`src/rtl/reg_scoreboard_pkg.sv`:
```
// reg_scoreboard_pkg: shared register-file widths, counter sizing and scoreboard FSM encoding
package reg_scoreboard_pkg;
  localparam int NREGS  = 32;
  localparam int REG_AW = 5;
  localparam int CNT_W  = 2;
  localparam int BUSY_W = REG_AW + CNT_W;
  typedef enum logic {SB_RUN = 1'b0, SB_DRAIN = 1'b1} sb_state_e;
endpackage

```
`src/rtl/reg_scoreboard_sat_counter.sv`:
```
// sb_sat_counter: per-register outstanding-write counter that neither wraps up nor down
module sb_sat_counter
  import reg_scoreboard_pkg::*;
(
  input  logic             clk,
  input  logic             rst,
  input  logic             inc,
  input  logic             dec,
  output logic [CNT_W-1:0] cnt,
  output logic             zero,
  output logic             full
);
  assign zero = cnt == '0;
  assign full = &cnt;
  always_ff @(posedge clk or posedge rst)
    if (rst) cnt <= '0;
    else if (inc && !dec && !full) cnt <= cnt + CNT_W'(1);
    else if (dec && !inc && !zero) cnt <= cnt - CNT_W'(1);
endmodule

```
`src/rtl/reg_scoreboard.sv`:
```
// reg_scoreboard: issue-side RAW/overflow scoreboard with flush drain; SB_WB_BYPASS_EN adds writeback forwarding
module reg_scoreboard
  import reg_scoreboard_pkg::*;
(
  input  logic              clk,
  input  logic              rst,
  input  logic              issue_valid,
  input  logic [REG_AW-1:0] rs1,
  input  logic [REG_AW-1:0] rs2,
  input  logic              use_rs1,
  input  logic              use_rs2,
  input  logic [REG_AW-1:0] rd,
  input  logic              rd_we,
  output logic              stall,
  input  logic              wb_valid,
  input  logic [REG_AW-1:0] wb_rd,
  input  logic              flush_req,
  output logic              flush_done,
  output logic [BUSY_W-1:0] busy_count,
  output logic              err_underflow
`ifdef SB_WB_BYPASS_EN
  ,
  output logic              fwd_rs1,
  output logic              fwd_rs2
`endif
);
  sb_state_e state, state_n;
  logic [NREGS-1:0][CNT_W-1:0] cnt;
  logic [NREGS-1:0] zero, full;
  logic hz1_raw, hz2_raw, hz1, hz2, ovf, inc_any, dec_any;
  assign cnt[0]  = '0;
  assign zero[0] = 1'b1;
  assign full[0] = 1'b0;
  for (genvar i = 1; i < NREGS; i++) begin : g_cnt
    sb_sat_counter u_cnt (
      .clk  (clk),
      .rst  (rst),
      .inc  (inc_any && rd == REG_AW'(i)),
      .dec  (dec_any && wb_rd == REG_AW'(i)),
      .cnt  (cnt[i]),
      .zero (zero[i]),
      .full (full[i])
    );
  end
  assign hz1_raw = use_rs1 && rs1 != '0 && cnt[rs1] != '0;
  assign hz2_raw = use_rs2 && rs2 != '0 && cnt[rs2] != '0;
`ifdef SB_WB_BYPASS_EN
  assign fwd_rs1 = hz1_raw && cnt[rs1] == CNT_W'(1) && wb_valid && wb_rd == rs1;
  assign fwd_rs2 = hz2_raw && cnt[rs2] == CNT_W'(1) && wb_valid && wb_rd == rs2;
  assign hz1 = hz1_raw && !fwd_rs1;
  assign hz2 = hz2_raw && !fwd_rs2;
`else
  assign hz1 = hz1_raw;
  assign hz2 = hz2_raw;
`endif
  assign ovf     = rd_we && rd != '0 && full[rd];
  assign stall   = issue_valid && (hz1 || hz2 || ovf || state != SB_RUN || flush_req);
  assign inc_any = issue_valid && !stall && rd_we && rd != '0;
  assign dec_any = wb_valid && wb_rd != '0 && !zero[wb_rd];
  always_comb begin
    flush_done = state == SB_DRAIN && busy_count == '0 && !dec_any;
    state_n    = (state == SB_RUN && flush_req) ? SB_DRAIN : flush_done ? SB_RUN : state;
  end
  always_ff @(posedge clk or posedge rst)
    if (rst) begin
      state         <= SB_RUN;
      busy_count    <= '0;
      err_underflow <= 1'b0;
    end else begin
      state         <= state_n;
      busy_count    <= busy_count + BUSY_W'(inc_any) - BUSY_W'(dec_any);
      err_underflow <= err_underflow || (wb_valid && wb_rd != '0 && zero[wb_rd]);
    end
endmodule

```
`config.mk`:
```
export PLATFORM = sky130hd
export DESIGN_NAME = reg_scoreboard
export DESIGN_NICKNAME = d
export VERILOG_FILES = /design/src/rtl/reg_scoreboard_pkg.sv /design/src/rtl/reg_scoreboard_sat_counter.sv /design/src/rtl/reg_scoreboard.sv
export SDC_FILE = /design/constraint.sdc
export NUM_CORES = 1
export LEC_CHECK = 0
export CORE_ASPECT_RATIO = 1.75
export CORE_MARGIN = 4
export CORE_UTILIZATION = 67
export CTS_BUF_LIST = sky130_fd_sc_hd__clkbuf_8
export CTS_CLUSTER_DIAMETER = 60
export DETAILED_ROUTE_END_ITERATION = 12
export GPL_TIMING_DRIVEN = 0
export PLACE_DENSITY = 0.95
export SYNTH_ARGS = -nofsm -noshare
export SYNTH_HDL_FRONTEND = slang
export SYNTH_SLANG_ARGS = --single-unit
```
`constraint.sdc`:
```
create_clock -name clk -period 10 [get_ports clk]
set_input_delay 1 -clock clk [delete_from_list [all_inputs] [get_ports clk]]
set_output_delay 1 -clock clk [all_outputs]
set_load 0.02 [all_outputs]
```
==> summary.md <==
| Metric | Value |
|---|---|
| Synth area leaders | dfrtp_1, xnor2_1, mux4_2 |
| CTS Hold Buffers Added | 0 |
| Share of flip-flops with an asynchronous set or reset | 1.00 |
| Post-synthesis sequential area ratio | 0.319 |
| Resized cells post-CTS | 0 |
| Post-Place Setup Slack | 3.62 ns |
| Synth warnings | 0 |
| Largest family of logic cells by synthesized area | simple AND/OR/NAND/NOR gates |
| Slowest CP cell | clkdlybuf4s50_1 |
| Final #Nets | 731 |
| CP arrival | about 6.6 ns |
| Largest area contributor in the netlist | dfrtp_1 |
| Initial antenna violation count | 0 |
| Tot Pwr | approximately 0.0011 W |
| Crit-path most repeated cell | a21oi_1 |
| Most instantiated cells after synthesis | nand2_1, dfrtp_1, nor2_1 |
| RSZ-0062 raised after global routing | false |
| Dpl cell area | 0.00600 sq mm |
| Setup_tns | 0 ns |
| Die Wd | 76.9 microns |
| Final setup viols | 0 |
| Syn_area_per_cell | 8.56 sq um |
| Setup crit start kind | primary input |
| Slowest stage delay, CP | 0.67 ns |
| Fin Hold WS | about 0.53 ns |
| Total Routing Usage GR | 0.397 |
| DRC violations left | 0 |
| Distinct cells, synth | 64 |
| Die area | 0.00988 sq mm |
| Crit path kind | primary input to flip-flop |
| ANT cells | 0 |
| Max Slew Vio Count | 0 |
| Worst-margin pin slew | 0.883 ns |
| DR WL/cell | 24.1 microns |
| Multiplexer share of the synthesized area | 0.0765 |
| CTS tree | done |
| Initial core utilization | 0.694 |
| Die Height | 129 microns |
| R2R setup slack | 5.14 ns |
| Hold Crit Start | err_underflow |
| Cell count after synthesis | 650 |
| Synth Area in Simple Gates | 0.268 |
| Minimum clock period | 6.29 ns |
| Setup Skew | 0.00509 ns |
| Hold path depth | 2 |
| R2R depth | 19 |
| FP Rows | 43 |
| Worst EP required | 10.28 ns |
| Initial DRC count | 925 |
| Slew margin rel. | 0.411 |
| Htree depth | 3 |
| Xor/xnor cell area share of the yosys netlist | 0.121 |
| # port buffers | 32 |
| Clk Latency, worst-skew pair | roughly 0.36 ns |
| Leakage | 2.50 nW |
| Maximum clock path buffer count | 2 |
| Largest net degree at the start of global routing | slightly above 70 |
| CP max FO | 10 |
| First-pass GRT wire length | about 30 mm |
| Total nets after synthesis | slightly below 700 |
| Top_reg_cell synth | dfrtp_1 |
| CTS Root Cell | clkbuf_8 |
| CP Depth | 20 |
| EDFF count, synth | 0 |
| DR vias/cell | 7.39 |
| CP top delay family | simple AND/OR/NAND/NOR gates |
| DPL Wire Length | between 10 and 15 mm |
| Top-count cell post-synth | nand2_1 |
| Worst path bufs/invs | 4 |
| Fmax | ~0.16 GHz |
| Hold EP | err_underflow |
| Clk sink count | 71 |
| CP cell instances | clkdlybuf4s50_1 > nor2b_1 > nand2_1 > a21oi_1 > or3_1 > o32ai_1 > nor3_2 > clkbuf_1 > buf_2 > nand2_1 > ha_1 > inv_1 > ha_1 > fa_1 > a21oi_1 > nor2_1 > o21ai_0 > a21oi_1 > nor2_1 > xnor2_1 |
| Final WS setup | around 3.7 ns |
| GP Congestion | 1.06 |
| Share of layout cells above drive strength 1 | 0.100 |
| Final hold viol count | 0 |
| Max Cap Viol | 0 |
| Post-CTS Repair Setup Buffers | 0 |
| Critical R2R Launch | g_cnt[12].u_cnt.cnt[0] |
| Pwr/cell area | ~180 mW/mm^2 |
| # fillers | 564 |
| Routed wire length | 19.0 mm |
| Ports | 38 |
| Number of global-route vias before repair | 5760 |
| Flip-flop and latch count after synthesis | 71 |
| Reg clk slew, reported paths | approximately 0.08 ns |
| Final Cell Area | approximately 0.0062 sq mm |
| CP Capture Type | flip-flop |
| RR Endpoint | busy_count[6] |
| Total number of vias | about 5800 |
| TritonRoute pass-1 iters | 6 |
| DRT antenna net count | 0 |
| Status | complete, no violations |
| Area of the mapped netlist | ~0.0056 sq mm |
| Maximum VDD drop | 0.000179 V |
| Core area | 0.00802 sq mm |
| Top-area cell type share of the netlist area | 0.319 |
| Tcrit/Tclk final | 0.629 |
| Area grow syn2layout | 11.8% |
| Post-Synth Adder-Cell Area | 0.0238 |
| Total gr overflow | 0 |
| Worst Hold Class | flip-flop to flip-flop |
| Total CTS buffers | 9 |
| Complex-gate fraction of the synthesized area | 0.150 |
registers in the layout, indices dropped and copies added, names as in the netlist:
name             flops
busy_count           7
err_underflow        1
g_cnt.u_cnt.cnt     62
state                1
layout make-up:
type,instances,area [sq um],share of cell area
multi-input cells,522,3560,0.572
plain buffers,34,143,0.0229
inverters,23,91.3,0.0147
well taps,90,113,0.0181
clock inverters,6,83.8,0.0135
clock buffers,10,138,0.0221
repair buffers,32,320,0.0515
flip-flops and latches,71,1780,0.286
where the power goes:
group	leakage [nW]	internal, W	switching, W	total (W)
Sequential	0.916	0.000344	0.0000773	0.000422
Combinational	1.47	0.000216	0.000251	0.000467
Clock	0.116	0.000146	0.000114	0.000260
Total	2.50	0.000707	0.000443	0.00115
placed cells by master, fill, tap and decap left out, drive strengths merged, types with 3 or more instances in the layout:
| master | instances |
|---|---|
| xnor3 | 3 |
| mux4 | 17 |
| buf | 8 |
| and2 | 5 |
| o21ai | 27 |
| nor3 | 41 |
| o31a | 7 |
| clkbuf | 36 |
| a31oi | 3 |
| inv | 23 |
| clkdlybuf4s50 | 32 |
| nor2 | 61 |
| o31ai | 3 |
| nand2 | 80 |
| ha | 9 |
| or2 | 4 |
| xor2 | 8 |
| o41ai | 8 |
| nor3b | 3 |
| xnor2 | 54 |
| o2111ai | 7 |
| a21o | 3 |
| nand3 | 52 |
| nand4 | 26 |
| nor4 | 3 |
| o211ai | 12 |
| dfrtp | 71 |
| a21oi | 33 |
| clkinv | 4 |
| nor2b | 8 |
| and3 | 4 |
| nand2b | 5 |
tightest hold or removal path, stage by stage, from the launching register on:
cell and delay, ns:
dfrtp_1 0.36, inv_1 0.06, o31ai_1 0.08
layer usage:
metal	GRT usage	routed length [microns]	up-vias
met3	0.0623	2140	154
met4	0.355	1940	0
met2	0.637	8700	522
li1	-	-	2457
met1	0.457	6210	2692
met5	0	0	-
how the worst max path moves through the flow:
stage               slack, ns            end  startpoint
finish                   3.71  busy_count[6]       rd[2]
global route             3.58  busy_count[6]       rd[0]
CTS                      3.98  busy_count[6]       rd[0]
detailed placement       3.62  busy_count[6]       rd[0]
global placement         3.69  busy_count[6]       rd[0]
floorplan                5.49  busy_count[6]      rs2[1]
stage by stage:
stage / utilization / cells
6_report: 0.776 / 788
5_1_grt: 0.776 / 788
4_1_cts: 0.776 / 788
3_3_place_gp: 0.748 / 772
3_5_place_dp: 0.748 / 772
2_1_floorplan: - / 650
kinds of logic (layout without fill, tap and decap cells):
logic type	after synthesis	after routing
adders and majority gates	10	10
muxes	21	21
AOI/OAI and AO/OA	122	122
and+or+nand+nor	304	304
DFF	71	71
buffers and inverters	57	105
xor gates and xnor gates	65	65
(Power assumes the default switching activity.)
